File: config.mk
export PLATFORM = sky130hd
export DESIGN_NAME = lcd_window_ctrl
export DESIGN_NICKNAME = d
export VERILOG_FILES = /design/src/rtl/lcd_window_ctrl.sv
export SDC_FILE = /design/constraint.sdc
export NUM_CORES = 1
export LEC_CHECK = 0
export CAP_MARGIN = 20
export CORE_AREA = 5 5 134 136
export DETAILED_ROUTE_END_ITERATION = 8
export DIE_AREA = 0 0 139 141
export PLACE_DENSITY = 0.73
export SLEW_MARGIN = 40
export SYNTH_ARGS = -nofsm -noshare
export SYNTH_HDL_FRONTEND = slang
export SYNTH_SLANG_ARGS = --single-unit
File: constraint.sdc
create_clock -name clk -period 3.27 [get_ports clk]
set_clock_uncertainty 0.15 [all_clocks]
set_input_delay 0.981 -clock clk [delete_from_list [all_inputs] [get_ports clk]]
set_output_delay 0.981 -clock clk [all_outputs]
set_load 0.005 [all_outputs]
File: src/rtl/lcd_window_ctrl.sv
// rtl/lcd_window_ctrl.sv - LCD CASET/RASET/RAMWR window setup and RGB565 pixel byte streamer
// Build option: LCD_PIXEL_SWAP_EN sends the low pixel byte before the high byte.
module lcd_window_ctrl #(
    parameter int unsigned COL_OFS = 40,
    parameter int unsigned ROW_OFS = 53,
    parameter int unsigned WIDTH   = 240,
    parameter int unsigned HEIGHT  = 135
) (
    input  logic        clk,
    input  logic        resetn,
    input  logic        start,
    input  logic [7:0]  x0,
    input  logic [7:0]  x1,
    input  logic [7:0]  y0,
    input  logic [7:0]  y1,
    output logic        busy,
    output logic        done,
    output logic        err,
    input  logic        pix_valid,
    output logic        pix_ready,
    input  logic [15:0] pix_data,
    output logic        byte_valid,
    input  logic        byte_ready,
    output logic [7:0]  byte_data,
    output logic        byte_dc
);

    typedef enum logic [3:0] {
        ST_IDLE,
        ST_CASET_CMD,
        ST_CASET_DAT,
        ST_RASET_CMD,
        ST_RASET_DAT,
        ST_RAMWR_CMD,
        ST_PIX_WAIT,
        ST_PIX_HI,
        ST_PIX_LO,
        ST_DONE
    } state_t;

    localparam logic [15:0] COL_OFS16 = 16'(COL_OFS);
    localparam logic [15:0] ROW_OFS16 = 16'(ROW_OFS);
    localparam logic [15:0] WIDTH16   = 16'(WIDTH);
    localparam logic [15:0] HEIGHT16  = 16'(HEIGHT);

    localparam logic [7:0] CMD_CASET = 8'h2A;
    localparam logic [7:0] CMD_RASET = 8'h2B;
    localparam logic [7:0] CMD_RAMWR = 8'h2C;

    state_t      state_q, state_d;
    logic [7:0]  x0_q, x0_d;
    logic [7:0]  x1_q, x1_d;
    logic [7:0]  y0_q, y0_d;
    logic [7:0]  y1_q, y1_d;
    logic [1:0]  idx_q, idx_d;
    logic [15:0] pix_q, pix_d;
    logic [15:0] pix_cnt_q, pix_cnt_d;
    logic [15:0] total_q, total_d;
    logic        err_q, err_d;

    logic        win_bad;
    logic [15:0] win_w, win_h;
    logic [15:0] col_s, col_e, row_s, row_e;
    logic [7:0]  pix_first, pix_second;

    function automatic logic [7:0] coord_byte(input logic [1:0] idx,
                                              input logic [15:0] s,
                                              input logic [15:0] e);
        logic [15:0] word;
        word = idx[1] ? e : s;
        return idx[0] ? word[7:0] : word[15:8];
    endfunction

    assign win_bad = (x0 > x1) || (y0 > y1) ||
                     ({8'd0, x1} >= WIDTH16) || ({8'd0, y1} >= HEIGHT16);

    // Window dimensions are only meaningful when win_bad is low.
    assign win_w = {8'd0, x1} - {8'd0, x0} + 16'd1;
    assign win_h = {8'd0, y1} - {8'd0, y0} + 16'd1;

    assign col_s = {8'd0, x0_q} + COL_OFS16;
    assign col_e = {8'd0, x1_q} + COL_OFS16;
    assign row_s = {8'd0, y0_q} + ROW_OFS16;
    assign row_e = {8'd0, y1_q} + ROW_OFS16;

`ifdef LCD_PIXEL_SWAP_EN
    assign pix_first  = pix_q[7:0];
    assign pix_second = pix_q[15:8];
`else
    assign pix_first  = pix_q[15:8];
    assign pix_second = pix_q[7:0];
`endif

    assign err = err_q;

    always_ff @(posedge clk or negedge resetn) begin
        if (!resetn) begin
            state_q   <= ST_IDLE;
            x0_q      <= 8'd0;
            x1_q      <= 8'd0;
            y0_q      <= 8'd0;
            y1_q      <= 8'd0;
            idx_q     <= 2'd0;
            pix_q     <= 16'd0;
            pix_cnt_q <= 16'd0;
            total_q   <= 16'd0;
            err_q     <= 1'b0;
        end else begin
            state_q   <= state_d;
            x0_q      <= x0_d;
            x1_q      <= x1_d;
            y0_q      <= y0_d;
            y1_q      <= y1_d;
            idx_q     <= idx_d;
            pix_q     <= pix_d;
            pix_cnt_q <= pix_cnt_d;
            total_q   <= total_d;
            err_q     <= err_d;
        end
    end

    always_comb begin
        state_d    = state_q;
        x0_d       = x0_q;
        x1_d       = x1_q;
        y0_d       = y0_q;
        y1_d       = y1_q;
        idx_d      = idx_q;
        pix_d      = pix_q;
        pix_cnt_d  = pix_cnt_q;
        total_d    = total_q;
        err_d      = 1'b0;
        busy       = (state_q != ST_IDLE) && (state_q != ST_DONE);
        done       = (state_q == ST_DONE);
        pix_ready  = 1'b0;
        byte_valid = 1'b0;
        byte_data  = 8'hFF;
        byte_dc    = 1'b1;

        unique case (state_q)
            ST_IDLE: begin
                if (start) begin
                    if (win_bad) begin
                        err_d = 1'b1;
                    end else begin
                        x0_d      = x0;
                        x1_d      = x1;
                        y0_d      = y0;
                        y1_d      = y1;
                        idx_d     = 2'd0;
                        pix_cnt_d = 16'd0;
                        total_d   = win_w * win_h;
                        state_d   = ST_CASET_CMD;
                    end
                end
            end
            ST_CASET_CMD: begin
                byte_valid = 1'b1;
                byte_data  = CMD_CASET;
                byte_dc    = 1'b0;
                if (byte_ready) begin
                    idx_d   = 2'd0;
                    state_d = ST_CASET_DAT;
                end
            end
            ST_CASET_DAT: begin
                byte_valid = 1'b1;
                byte_data  = coord_byte(idx_q, col_s, col_e);
                if (byte_ready) begin
                    idx_d = idx_q + 2'd1;
                    if (idx_q == 2'd3) begin
                        state_d = ST_RASET_CMD;
                    end
                end
            end
            ST_RASET_CMD: begin
                byte_valid = 1'b1;
                byte_data  = CMD_RASET;
                byte_dc    = 1'b0;
                if (byte_ready) begin
                    idx_d   = 2'd0;
                    state_d = ST_RASET_DAT;
                end
            end
            ST_RASET_DAT: begin
                byte_valid = 1'b1;
                byte_data  = coord_byte(idx_q, row_s, row_e);
                if (byte_ready) begin
                    idx_d = idx_q + 2'd1;
                    if (idx_q == 2'd3) begin
                        state_d = ST_RAMWR_CMD;
                    end
                end
            end
            ST_RAMWR_CMD: begin
                byte_valid = 1'b1;
                byte_data  = CMD_RAMWR;
                byte_dc    = 1'b0;
                if (byte_ready) begin
                    state_d = ST_PIX_WAIT;
                end
            end
            ST_PIX_WAIT: begin
                pix_ready = 1'b1;
                if (pix_valid) begin
                    pix_d     = pix_data;
                    pix_cnt_d = pix_cnt_q + 16'd1;
                    state_d   = ST_PIX_HI;
                end
            end
            ST_PIX_HI: begin
                byte_valid = 1'b1;
                byte_data  = pix_first;
                if (byte_ready) begin
                    state_d = ST_PIX_LO;
                end
            end
            ST_PIX_LO: begin
                byte_valid = 1'b1;
                byte_data  = pix_second;
                // pix_cnt_q already includes the pixel being sent.
                if (byte_ready) begin
                    state_d = (pix_cnt_q == total_q) ? ST_DONE : ST_PIX_WAIT;
                end
            end
            ST_DONE: begin
                state_d = ST_IDLE;
            end
            default: begin
                state_d = ST_IDLE;
            end
        endcase
    end

endmodule

==> key figures <==
Clock tree
  • Htree depth: 3
  • # clock sinks: 87
  • Clk Latency, worst-skew pair: 360 ps
  • CTS Buf Count: 9
  • Hold Buf Count CTS: 0
  • CTS tree: done
  • Clk slew on worst S/H paths: 70 ps
  • Clock Tree Root: clkbuf_16
  • Clock buffer depth: 2

Worst setup path
  • R2r startpoint: state_q[1]$_DFFE_PN0P_
  • CP Capture Type: flip-flop
  • Critical path launch point: y1[0]
  • Slowest cell on crit path: fa_1
  • Critical Path RT: 3410 ps
  • Worst reg2reg path depth: 11
  • R2R setup slack: 740 ps
  • Crit path buf inv count: 10
  • Stages on the worst setup path: 32
  • Peak fanout along the critical path: 5
  • Crit path largest cell delay: 570 ps
  • Worst r2r dst: pix_cnt_q[15]$_DFFE_PN0P_
  • Crit path to: total_q[15]$_DFFE_PN0P_
  • Worst setup SP type: primary input
  • Arrival time worst endpoint: 7650 ps
  • CP top delay family: adder cells
  • Crit path kind: in2reg

Floorplanning
  • Row count: 48
  • Core ar.: 16800 um2
  • Starting Density: 53.0%
  • # IOs: 67
  • Die width: 139 um
  • Die ar.: 19600 um2
  • Die H: 141 um

Synthesis
  • Sequential element share of the synthesized area: 24.4%
  • Synthesized instance count: 1009
  • Syn Area/Cell: 8.83 um2
  • Syn. warnings: 0
  • Synthesized area: 8910 um2
  • #FFs+latches synth: 87
  • Dominant synthesized flop cell: dfrtp_1
  • Post-synth ARST share: 100%
  • Count of cell types in the netlist: 80
  • EDFF count, synth: 0
  • Syn_nets: 1197

GRT
  • Gr ovfl total: 0
  • First-pass GRT wire length: 49300 um
  • GRT Overall Usage: 31.7%
  • Initial antenna violation count: 0
  • Largest net degree at the start of global routing: 57
  • Vias in the first global route: 9375

Flow run
  • MaxCap Viol Count: 0

Drt
  • Vias per cell: 6.02
  • DRT Pass-1 Iters: 6
  • First DRT Iteration DRCs: 928
  • Detailed-route wire length per cell: 22.7 um
  • Via Count: 9329
  • Post-route ant nets: 0
  • Drt total wl: 35200 um
  • # DRC: 0

Place
  • Post-Place Cells: 1467
  • Setup slack at placement: -4780 ps
  • Detail Placement HPWL: 19600 um
  • IO buf count: 66
  • GP Congestion: 0.976

Worst hold path
  • Worst Hold Class: reg2reg
  • Hold_sp: y1_q[2]$_DFFE_PN0P_

Outcome
  • Status: finished, violations left
  • Failing checks: negative setup slack

Cells and area
  • Layout cells sized above 1: 43.8%
  • Footprint of the multi-input gates: 7680 um2
  • # diodes: 0
  • Final net count: 1507
  • Fill cells: 851
  • Area growth, synth to finish: 56.1%
  • Final Non-Filler Cells: 1549
  • Reg area: 2180 um2

Timing
  • Final Hold Viols: 0
  • Slew Limit Fails: 0
  • Relative slew slack: 52.5%
  • Fin crit period: 7510 ps
  • Setup Viol. Count Final: 75
  • F_max: 133 MHz
  • RSZ-0062 raised after global routing: yes
  • Tcrit/Tclk final: 230%
  • PnR worst setup slack: -4240 ps
  • Slew @ Worst Pin: 711 ps
==> area by class of cell <==
class / count / share of cell area [%]
Sequential cell: 87 / 15.7
Clock inverter: 5 / 0.459
Clock buffer: 11 / 1.82
Tap cell: 225 / 2.02
Timing Repair Buffer: 328 / 20.9
Inverter: 134 / 3.84
Multi-Input combinational cell: 759 / 55.2
==> repair_timing <==
action / CTS / global route
setup endpoints to repair: 79 / 79
pin swaps: 137 / 80
cloned: 2 / 0
resized for setup: 267 / 104
buffers inserted: 46 / 24
==> kinds of logic (layout without fill, tap and decap cells) <==
group,Yosys count,count (layout),synth area share (%)
xor+xnor,79,80,8.43
flops,87,87,24.4
fa+ha+maj,135,135,24.9
simple gates,367,367,19.9
compound gates,143,143,11.0
buf+inv,164,478,7.05
mux,34,34,4.14
==> placed cells by master, fill, tap and decap left out, drive strengths merged, types with 28 or more instances in the layout <==
cell type      instances
clkdlybuf4s50         31
nand2                164
xor2                  47
inv                  135
ha                    64
a21oi                 28
and2                  30
buf                  276
nor2                  56
fa                    71
o21ai                 50
xnor2                 31
dfrtp                 87
==> synth_stat cells, drive strengths merged, types with 11 or more instances <==
library cell  count  area share (%)
ha               64             9.0
nor2             56             2.4
a21oi            28             1.7
and2             30             2.1
mux2i            11             1.2
xnor2            30             3.2
nand2b           13            0.91
o21ai            50             2.9
fa               71              16
inv             133             5.6
and3             13            0.97
nor3             16            0.96
dfrtp            87              24
xor2             47             4.7
nand2           164             6.9
mux2             23             2.9
clkbuf           25             1.1
nand3            26             1.5
==> metal layers <==
| metal | up-vias | GRT usage [%] | wire length [um] | part of all wire [%] |
|---|---|---|---|---|
| met3 | 247 | 4.85 | 2740 | 7.8 |
| met5 | - | 0 | 0 | 0 |
| li1 | 3954 | - | - | - |
| met2 | 601 | 55.4 | 17200 | 49 |
| met1 | 4527 | 37.6 | 12300 | 35 |
| met4 | 0 | 16.9 | 2840 | 8.1 |
==> sequential cells by signal, summed over array words and instances, names as in the netlist <==
register	flops
y0_q	8
x1_q	8
pix_cnt_q	16
err	1
state_q	4
y1_q	8
idx_q	2
total_q	16
pix_q	16
x0_q	8
==> how the worst min path moves through the flow <==
stage	to	depth (start not counted)
3_5_place_dp	y1_q[1]$_DFFE_PN0P_	2
2_1_floorplan	x1_q[2]$_DFFE_PN0P_	2
6_report	y1_q[2]$_DFFE_PN0P_	2
3_3_place_gp	y1_q[1]$_DFFE_PN0P_	2
4_1_cts	x1_q[2]$_DFFE_PN0P_	2
5_1_grt	y1_q[3]$_DFFE_PN0P_	2
==> stage by stage <==
stage          util (%)  setup TNS (ps)  instance area, um2  hold slack [ps]
2_1_floorplan         -          -38120                9420              290
3_3_place_gp       70.2         -105600               11800              304
3_5_place_dp       70.2         -109420               11800              308
4_1_cts            79.8          -40000               13400              330
5_1_grt            82.7          -60470               13900              370
6_report           82.7          -55050               13900              347
==> tightest hold or removal path: stages, from the launching register on <==
cell	delay [ps]
dfrtp_1	350
nand2_1	60
nand2_1	60
Power is not shown: default switching activity piles up to over one toggle a cycle in this logic, so the estimate is an artifact.
